$ cat src/rtl/diffusion_unit.sv
// Pixel diffusion stage: buffers extracted key triples in a small FIFO and
// XOR-chains each incoming 24-bit pixel with one key word and the previous
// cipher block (CBC-style). One pixel per cycle when keys are available.
module diffusion_unit #(
    parameter int NUM_PIXELS = 16,
    parameter int FIFO_DEPTH = 4
) (
    input  logic        clk,
    input  logic        reset_n,
    input  logic        valid_extract,
    input  logic [22:0] ex1,
    input  logic [22:0] ex2,
    input  logic [22:0] ex3,
    output logic        key_ready,
    input  logic        start,
    input  logic [23:0] iv,
    input  logic        enc_dec,
    input  logic        pix_valid,
    input  logic [23:0] pix_in,
    output logic        pix_ready,
    output logic        out_valid,
    output logic [23:0] pix_out,
    input  logic        out_ready,
    output logic        done,
    output logic        overflow
);

    localparam int AW = (FIFO_DEPTH > 2) ? $clog2(FIFO_DEPTH) : 1;
    localparam logic [AW:0]  DEPTH_C  = FIFO_DEPTH[AW:0];
    localparam logic [15:0]  LAST_PIX = 16'(NUM_PIXELS - 1);

    typedef enum logic [1:0] {IDLE, RUN, DRAIN} state_t;

    // Only mantissa bits [15:0] feed the key word; the upper bits are dropped.
    logic unused_ex_bits;
    assign unused_ex_bits = ^{ex1[22:16], ex2[22:16], ex3[22:16]};

    // Fold each mantissa's two low bytes into one key byte.
    function automatic logic [23:0] mk_key(input logic [22:0] a,
                                           input logic [22:0] b,
                                           input logic [22:0] c);
        return {a[15:8] ^ a[7:0], b[15:8] ^ b[7:0], c[15:8] ^ c[7:0]};
    endfunction

    // The key word is formed at push time, so the FIFO stores 24-bit words.
    logic [23:0]   fifo_mem [FIFO_DEPTH];
    logic [AW-1:0] wr_ptr_q, rd_ptr_q;
    logic [AW:0]   count_q, count_d;
    logic          fifo_full, fifo_empty, push, pop, accept;
    logic [23:0]   key_head, cipher_word;

    state_t        state_q;
    logic [23:0]   chain_q;
    logic          enc_q;
    logic [15:0]   pix_cnt_q;
    logic          out_valid_q, done_q, overflow_q;
    logic [23:0]   pix_out_q;

    // Handshake and datapath decode.
    always_comb begin
        fifo_full   = (count_q == DEPTH_C);
        fifo_empty  = (count_q == '0);
        push        = valid_extract & ~fifo_full;
        pix_ready   = (state_q == RUN) & ~fifo_empty & (~out_valid_q | out_ready);
        accept      = pix_valid & pix_ready;
        pop         = accept;
        key_head    = fifo_mem[rd_ptr_q];
        cipher_word = pix_in ^ key_head ^ chain_q;
        key_ready   = ~fifo_full;
    end

    // Occupancy update; simultaneous push and pop cancel out.
    always_comb begin
        count_d = count_q;
        case ({push, pop})
            2'b10:   count_d = count_q + 1'b1;
            2'b01:   count_d = count_q - 1'b1;
            default: count_d = count_q;
        endcase
    end

    // Key storage array; contents need no reset since occupancy guards reads.
    always_ff @(posedge clk) begin
        if (push) begin
            fifo_mem[wr_ptr_q] <= mk_key(ex1, ex2, ex3);
        end
    end

    // FIFO pointers, occupancy and sticky overflow on a push into a full FIFO.
    always_ff @(posedge clk or negedge reset_n) begin
        if (!reset_n) begin
            wr_ptr_q   <= '0;
            rd_ptr_q   <= '0;
            count_q    <= '0;
            overflow_q <= 1'b0;
        end else begin
            if (push) wr_ptr_q <= wr_ptr_q + 1'b1;
            if (pop)  rd_ptr_q <= rd_ptr_q + 1'b1;
            count_q <= count_d;
            if (valid_extract && fifo_full) overflow_q <= 1'b1;
        end
    end

    // Image sequencing FSM with chain register, pixel counter and done pulse.
    always_ff @(posedge clk or negedge reset_n) begin
        if (!reset_n) begin
            state_q   <= IDLE;
            chain_q   <= '0;
            enc_q     <= 1'b0;
            pix_cnt_q <= '0;
            done_q    <= 1'b0;
        end else begin
            done_q <= 1'b0;
            case (state_q)
                IDLE: begin
                    if (start) begin
                        chain_q   <= iv;
                        enc_q     <= enc_dec;
                        pix_cnt_q <= '0;
                        state_q   <= RUN;
                    end
                end
                RUN: begin
                    if (accept) begin
                        // Encrypt chains on ciphertext out, decrypt on ciphertext in.
                        chain_q   <= enc_q ? cipher_word : pix_in;
                        pix_cnt_q <= pix_cnt_q + 16'd1;
                        if (pix_cnt_q == LAST_PIX) state_q <= DRAIN;
                    end
                end
                DRAIN: begin
                    if (out_valid_q && out_ready) begin
                        done_q  <= 1'b1;
                        state_q <= IDLE;
                    end
                end
                default: state_q <= IDLE;
            endcase
        end
    end

    // Output register: load on accept, hold under backpressure, clear when taken.
    always_ff @(posedge clk or negedge reset_n) begin
        if (!reset_n) begin
            out_valid_q <= 1'b0;
            pix_out_q   <= '0;
        end else if (accept) begin
            out_valid_q <= 1'b1;
            pix_out_q   <= cipher_word;
        end else if (out_ready) begin
            out_valid_q <= 1'b0;
        end
    end

    assign out_valid = out_valid_q;
    assign pix_out   = pix_out_q;
    assign done      = done_q;
    assign overflow  = overflow_q;

endmodule

$ cat config.mk
export PLATFORM = sky130hd
export DESIGN_NAME = diffusion_unit
export DESIGN_NICKNAME = d
export VERILOG_FILES = /design/src/rtl/diffusion_unit.sv
export SDC_FILE = /design/constraint.sdc
export NUM_CORES = 1
export LEC_CHECK = 0
export BUFFER_PORTS_ARGS = -buffer_cell sky130_fd_sc_hd__buf_4
export CAP_MARGIN = 20
export CORE_ASPECT_RATIO = 0.9
export CORE_MARGIN = 2
export CORE_UTILIZATION = 45
export DETAILED_ROUTE_END_ITERATION = 16
export PLACE_DENSITY = 0.66
export REMOVE_ABC_BUFFERS = 1
export SYNTH_ARGS = -nofsm -noshare
export SYNTH_HDL_FRONTEND = slang
export SYNTH_SLANG_ARGS = --single-unit
$ cat constraint.sdc
create_clock -name clk -period 6.4 [get_ports clk]
set_input_delay 0.96 -clock clk [delete_from_list [all_inputs] [get_ports clk]]
set_output_delay 0.96 -clock clk [all_outputs]
set_load 0.01 [all_outputs]
Yosys cells after proc, flatten, opt, wreduce, memory -nomap -nowiden
Memory sizes are Yosys's and may differ from the RTL's.
Cells that the tools add are included.
{"block": "totals", "regBits": 77, "latch_bits": 0, "ramBits": 96, "mem_bits_ro": 0, "inputBits": 124, "out_inout_bits": 29, "wordCells": 69, "memories": 1}
{"block": "op_classes", "add_sub_neg": 5, "mul": 0, "div": 0, "magnitude_cmp": 0, "eq_ne": 10, "shifts": 0, "n_mux": 19, "bitwise_logic": 13, "reduce_logical": 10}
{"name": "fifo_mem", "words": 4, "word_bits": 24, "rd": 1, "rd_clocked_by_memory_dff": 0, "write_ports": 1, "line": "46", "rtl": "logic [23:0] fifo_mem [FIFO_DEPTH];"}
{"operator": "2-to-1 mux 24 bit", "n": 3}
{"operator": "one-hot mux 24 bit (2 select lines)", "n": 1}
{"operator": "XOR 24 bit", "n": 2}
{"operator": "2-to-1 mux 16 bit", "n": 2}
{"operator": "one-hot mux 16 bit (2 select lines)", "n": 1}
{"operator": "XOR 8 bit", "n": 3}
{"operator": "adder 16 x 1 -> 16 bit, second input constant", "n": 1}
{"operator": "== test 16 x 4 -> 1 bit, second input constant", "n": 1}
{"operator": "2-to-1 mux 2 bit", "n": 4}
{"operator": "2-to-1 mux 1 bit", "n": 6}
{"operator": "inequality test 2 bit, second input constant", "n": 3}
{"operator": "one-hot mux 2 bit (3 select lines)", "n": 1}
{"operator": "one-hot mux 3 bit (2 select lines)", "n": 1}
{"operator": "nonzero test 2 bit", "n": 3}
{"operator": "adder 2 x 1 -> 2 bit, second input constant", "n": 2}
{"operator": "bitwise AND 1 bit", "n": 4}
{"operator": "== test 2 x 1 -> 1 bit, second input constant", "n": 2}
{"operator": "== test 2 bit, second input constant", "n": 2}
{"operator": "AND reduction 4 bit", "n": 1}
{"operator": "adder 3 x 1 -> 3 bit, second input constant", "n": 1}
{"operator": "== test 3 bit, second input constant", "n": 1}
{"operator": "logical NOT 3 bit", "n": 1}
{"operator": "inverter 1 bit", "n": 3}
{"operator": "AND reduction 3 bit", "n": 1}
{"operator": "other kinds (6)", "n": 7}

Depth between registers and ports, before layout
{"block": "depth", "depth_word": 7, "depth_mapped": 11, "depth_no_buf": 9}

Least setup slack after synthesis
OpenSTA, ideal clock, no wires.
{"block": "synth_timing", "kind": "input-to-reg", "start": "in out_ready", "end": "reg count_q[2]", "setup_ns": 0.079, "arrival_time_ns": 2.747, "required_time_ns": 6.321, "path_slack_ns": 3.574, "cell_stages": 11, "path_buffers": 2, "path_cell_list": "nand2b_1 -> nand3_1 -> inv_1 -> buf_2 -> buf_2 -> ha_1 -> inv_1 -> fa_1 -> xor2_1 -> nor2_1 -> xor2_1"}
{"block": "synth_between", "elab_chain_cells": 5, "elab_cells_between_ends": 7, "classes_between": "eq/ne: 2; mux: 1; bitwise: 3; reduce/logical: 1"}
{"element": "start: declaration", "line": "23", "rtl": "input logic out_ready,"}
{"element": "bitwise OR 1 bit (*)", "line": "64", "rtl": "pix_ready = (state_q == RUN) & ~fifo_empty & (~out_valid_q | out_ready);"}
{"element": "bitwise AND 1 bit (*)", "line": "64"}
{"element": "bitwise AND 1 bit (*)", "line": "65", "rtl": "accept = pix_valid & pix_ready;"}
{"element": "via accept", "line": "49", "rtl": "logic fifo_full, fifo_empty, push, pop, accept;"}
{"element": "== test 2 x 1 -> 1 bit / == test 2 bit (equally long branches)", "line": "75", "rtl": "case ({push, pop})"}
{"element": "one-hot mux 3 bit (2 select lines) / nonzero test 2 bit (equally long branches)"}
{"element": "end signal: assignment", "line": "99", "rtl": "count_q <= count_d;"}
{"element": "end: declaration", "line": "48", "rtl": "logic [AW:0] count_q, count_d;"}
Mark *: on every way through the listed nets, which the timed path passes. The rest lies on a longest branch.
A chain may end at the register's enable or synchronous reset.

Final worst setup path
{"block": "layout_timing", "start": "in out_ready", "end": "reg count_q[2]"}
{"block": "layout_between", "elab_chain_cells": 5, "elab_cells_between_ends": 7, "classes_between": "eq/ne: 2; mux: 1; bitwise: 3; reduce/logical: 1"}
{"element": "bitwise OR 1 bit (*)", "line": "64"}
{"element": "bitwise AND 1 bit (*)", "line": "64"}
{"element": "bitwise AND 1 bit (*)", "line": "65"}
{"element": "== test 2 x 1 -> 1 bit / == test 2 bit (equally long branches)", "line": "75"}
{"element": "one-hot mux 3 bit (2 select lines) / nonzero test 2 bit (equally long branches)"}
Every way passes the cells marked *; elsewhere a longest branch is shown, timed or not.

==> results.yml <==
status:
  status: "complete, no violations"
sta:
  slew_viol_final: 0
  post-route-min-period_ns: 3.29
  clock_skew_ns: 0.00838
  slew_headroom_pct: 22.7
  worst_slew_pin_slew_ns: 1.15
  tns_ns: 0
  timing.hold.ws_ns: 0.470
  max_freq_ghz: 0.304
  post-route-period-util_pct: 51.4
  rsz0062_at_grt: "no"
  hold_viol: 0
  setup_viol: 0
  timing.final.ws_setup_ns: 3.11
layout:
  diodes: 0
  num-fill-cells: 1383
  area_growth_pct: 23.0
  fin_cells: 976
  final_common_cell: "buf_4"
  multi_input_area_um2: 2880
  final_util_pct: 57.0
  seq_area_um2: 4810
  layout_common_cells: "140 x buf_4, 98 x nand2_1, 96 x edfxtp_1, 76 x dfrtp_1, 43 x xnor2_1"
  fin_area_um2: 9730
  drive_gt1_share_pct: 26.7
  final_nets: 859
detailed_routing:
  remaining_drc_errors: 0
  vias_per_cell: 5.46
  via_count: 5327
  drtIter0Drc: 390
  detail_route.wl_per_cell_um: 18.0
  drt-pass1-iter-count: 4
  ant_nets: 0
  routed_wl_um: 17500
logic_synthesis:
  yosysTopAreaCellShare_pct: 36.5
  ys_warn_count: 0
  avgSynthCellArea_um2: 13.2
  synth-seq-cells: 173
  syn_area_um2: 7900
  synthTopCellsByArea: "edfxtp_1 36%, dfrtp_1 24%, mux4_2 4.8%"
  ys_types: 42
  synth-edff-count: 96
  yosys.area.top_type: "edfxtp_1"
  synth_flop_cell: "edfxtp_1"
  ys_seq_area_share_pct: 60.9
  synth_cells: 597
  async_flop_share_pct: 44.5
cts:
  ctsResizeCount: 0
  clk_path_buf_depth: 2
  cts_sinks: 173
  cts-root-buf: "clkbuf_16"
  holdBufCountCts: 0
  clock_latency_ns: 0.43
  numCtsBuffers: 17
  clk_pin_slew_ns: 0.06
  cts_tree: "built"
  htree_levels: 4
  cts_setup_buffers: 0
die:
  io_pins: 153
  rows: 45
  core-area_um2: 17100
  start_util_pct: 46.3
  die_h_um: 130
  die_w_um: 144
  die-area_um2: 18600
critical_path:
  worst-path-max-fanout: 52
  r2r-end: "count_q[2]"
  critPathCaptureType: "register"
  path_class: "primary input to register"
  worst-r2r-setup-slack_ns: 3.23
  cp_data_required_time_ns: 6.76
  r2r-start: "state_q[1]"
  r2r_cells: 10
  start_kind: "primary input"
  cp.arrival_ns: 3.65
  cp-startpoint: "out_ready"
  crit_end: "count_q[2]"
placed_design:
  dpl.hpwl_um: 11200
  place_ws_ns: 2.65
  dpl_cell_area_um2: 9090
  gp_congestion: 0.788
  dp_cells: 943
  numPortBuffers: 131
pwr:
  total_power_mw: 4.52
  irDropWorstVdd_v: 0.000224
  p_leak_nw: 3.94
  cellPowerDensity_nw_per_um2: 465
run:
  maxCapViolations: 0
global_route:
  grt_pass1_vias: 5490
  track_usage_pct: 20.0
  grt_overflow: 0
  grt_max_degree: 78
  grt_first_pass_wirelength_um: 28200
  antenna_found_initial: 0
min_path:
  worstHoldPathType: "primary input to asynchronous set/reset pin"
-- how the worst min path moves through the flow --
stage                             from            to  depth (start not counted)
after floorplan           pix_cnt_q[0]  pix_cnt_q[0]                          1
after global placement     pix_out[18]   pix_out[18]                          2
after detailed placement   pix_out[20]   pix_out[20]                          2
after CTS                  pix_out[20]   pix_out[20]                          2
after global routing           reset_n   chain_q[20]                          1
final                          reset_n   chain_q[20]                          1
-- critical path, cell delays in order --
cell      delay (ns)
buf_4           0.09
nand2b_1        0.24
nand3_2         0.09
buf_4           0.31
inv_2           0.76
ha_1            0.33
inv_1           0.07
fa_1            0.38
xor2_1          0.15
nor2_1          0.11
xor2_1          0.14
-- sequential cells by signal, indices dropped and copies added (netlist names), 2 cells and up --
| name | count |
|---|---|
| rd_ptr_q | 2 |
| fifo_mem | 96 |
| pix_cnt_q | 16 |
| pix_out | 24 |
| state_q | 2 |
| count_q | 3 |
| wr_ptr_q | 2 |
| chain_q | 24 |
-- cell usage after synthesis, types with 11 or more instances --
master and n:
xor2_1 27, or4_1 14, nand2_1 98, xnor2_1 43, nand3_1 39, or3_1 11, a221o_1 14, o21ai_0 20
edfxtp_1 96, dfrtp_1 77, mux4_2 17, clkbuf_1 11
-- layout make-up --
cell class	instances	share of cell area, %
sequential	173	49.5
multi-input combinational	384	29.6
timing repair buffer	142	11.2
clock buffer	20	4.49
tap	235	3.02
clock inverter	12	1.76
inverter	10	0.386
-- kinds of logic after synthesis --
| group | share of synthesized area, % |
|---|---|
| simple gates | 12.9 |
| flops | 60.9 |
| compound gates | 6.30 |
| xor+xnor | 7.76 |
| buf+inv | 2.83 |
| mux | 8.20 |
| fa+ha+maj | 1.20 |
-- where the power goes --
part / switching, mW / total (mW) / internal [mW]
Combinational: 0.909 / 1.68 / 0.773
Sequential: 0.229 / 1.78 / 1.55
Clock: 0.415 / 1.07 / 0.650
Total: 1.55 / 4.52 / 2.97
-- routing by layer --
metal | vias to the layer above | track usage (%) | wire length (um)
met5 | - | 0 | 0
met4 | 0 | 7.15 | 327
met3 | 29 | 4.95 | 968
met2 | 180 | 31.4 | 8400
met1 | 2635 | 27.4 | 7850
li1 | 2483 | - | -
Power figures use the tool's default switching activity.
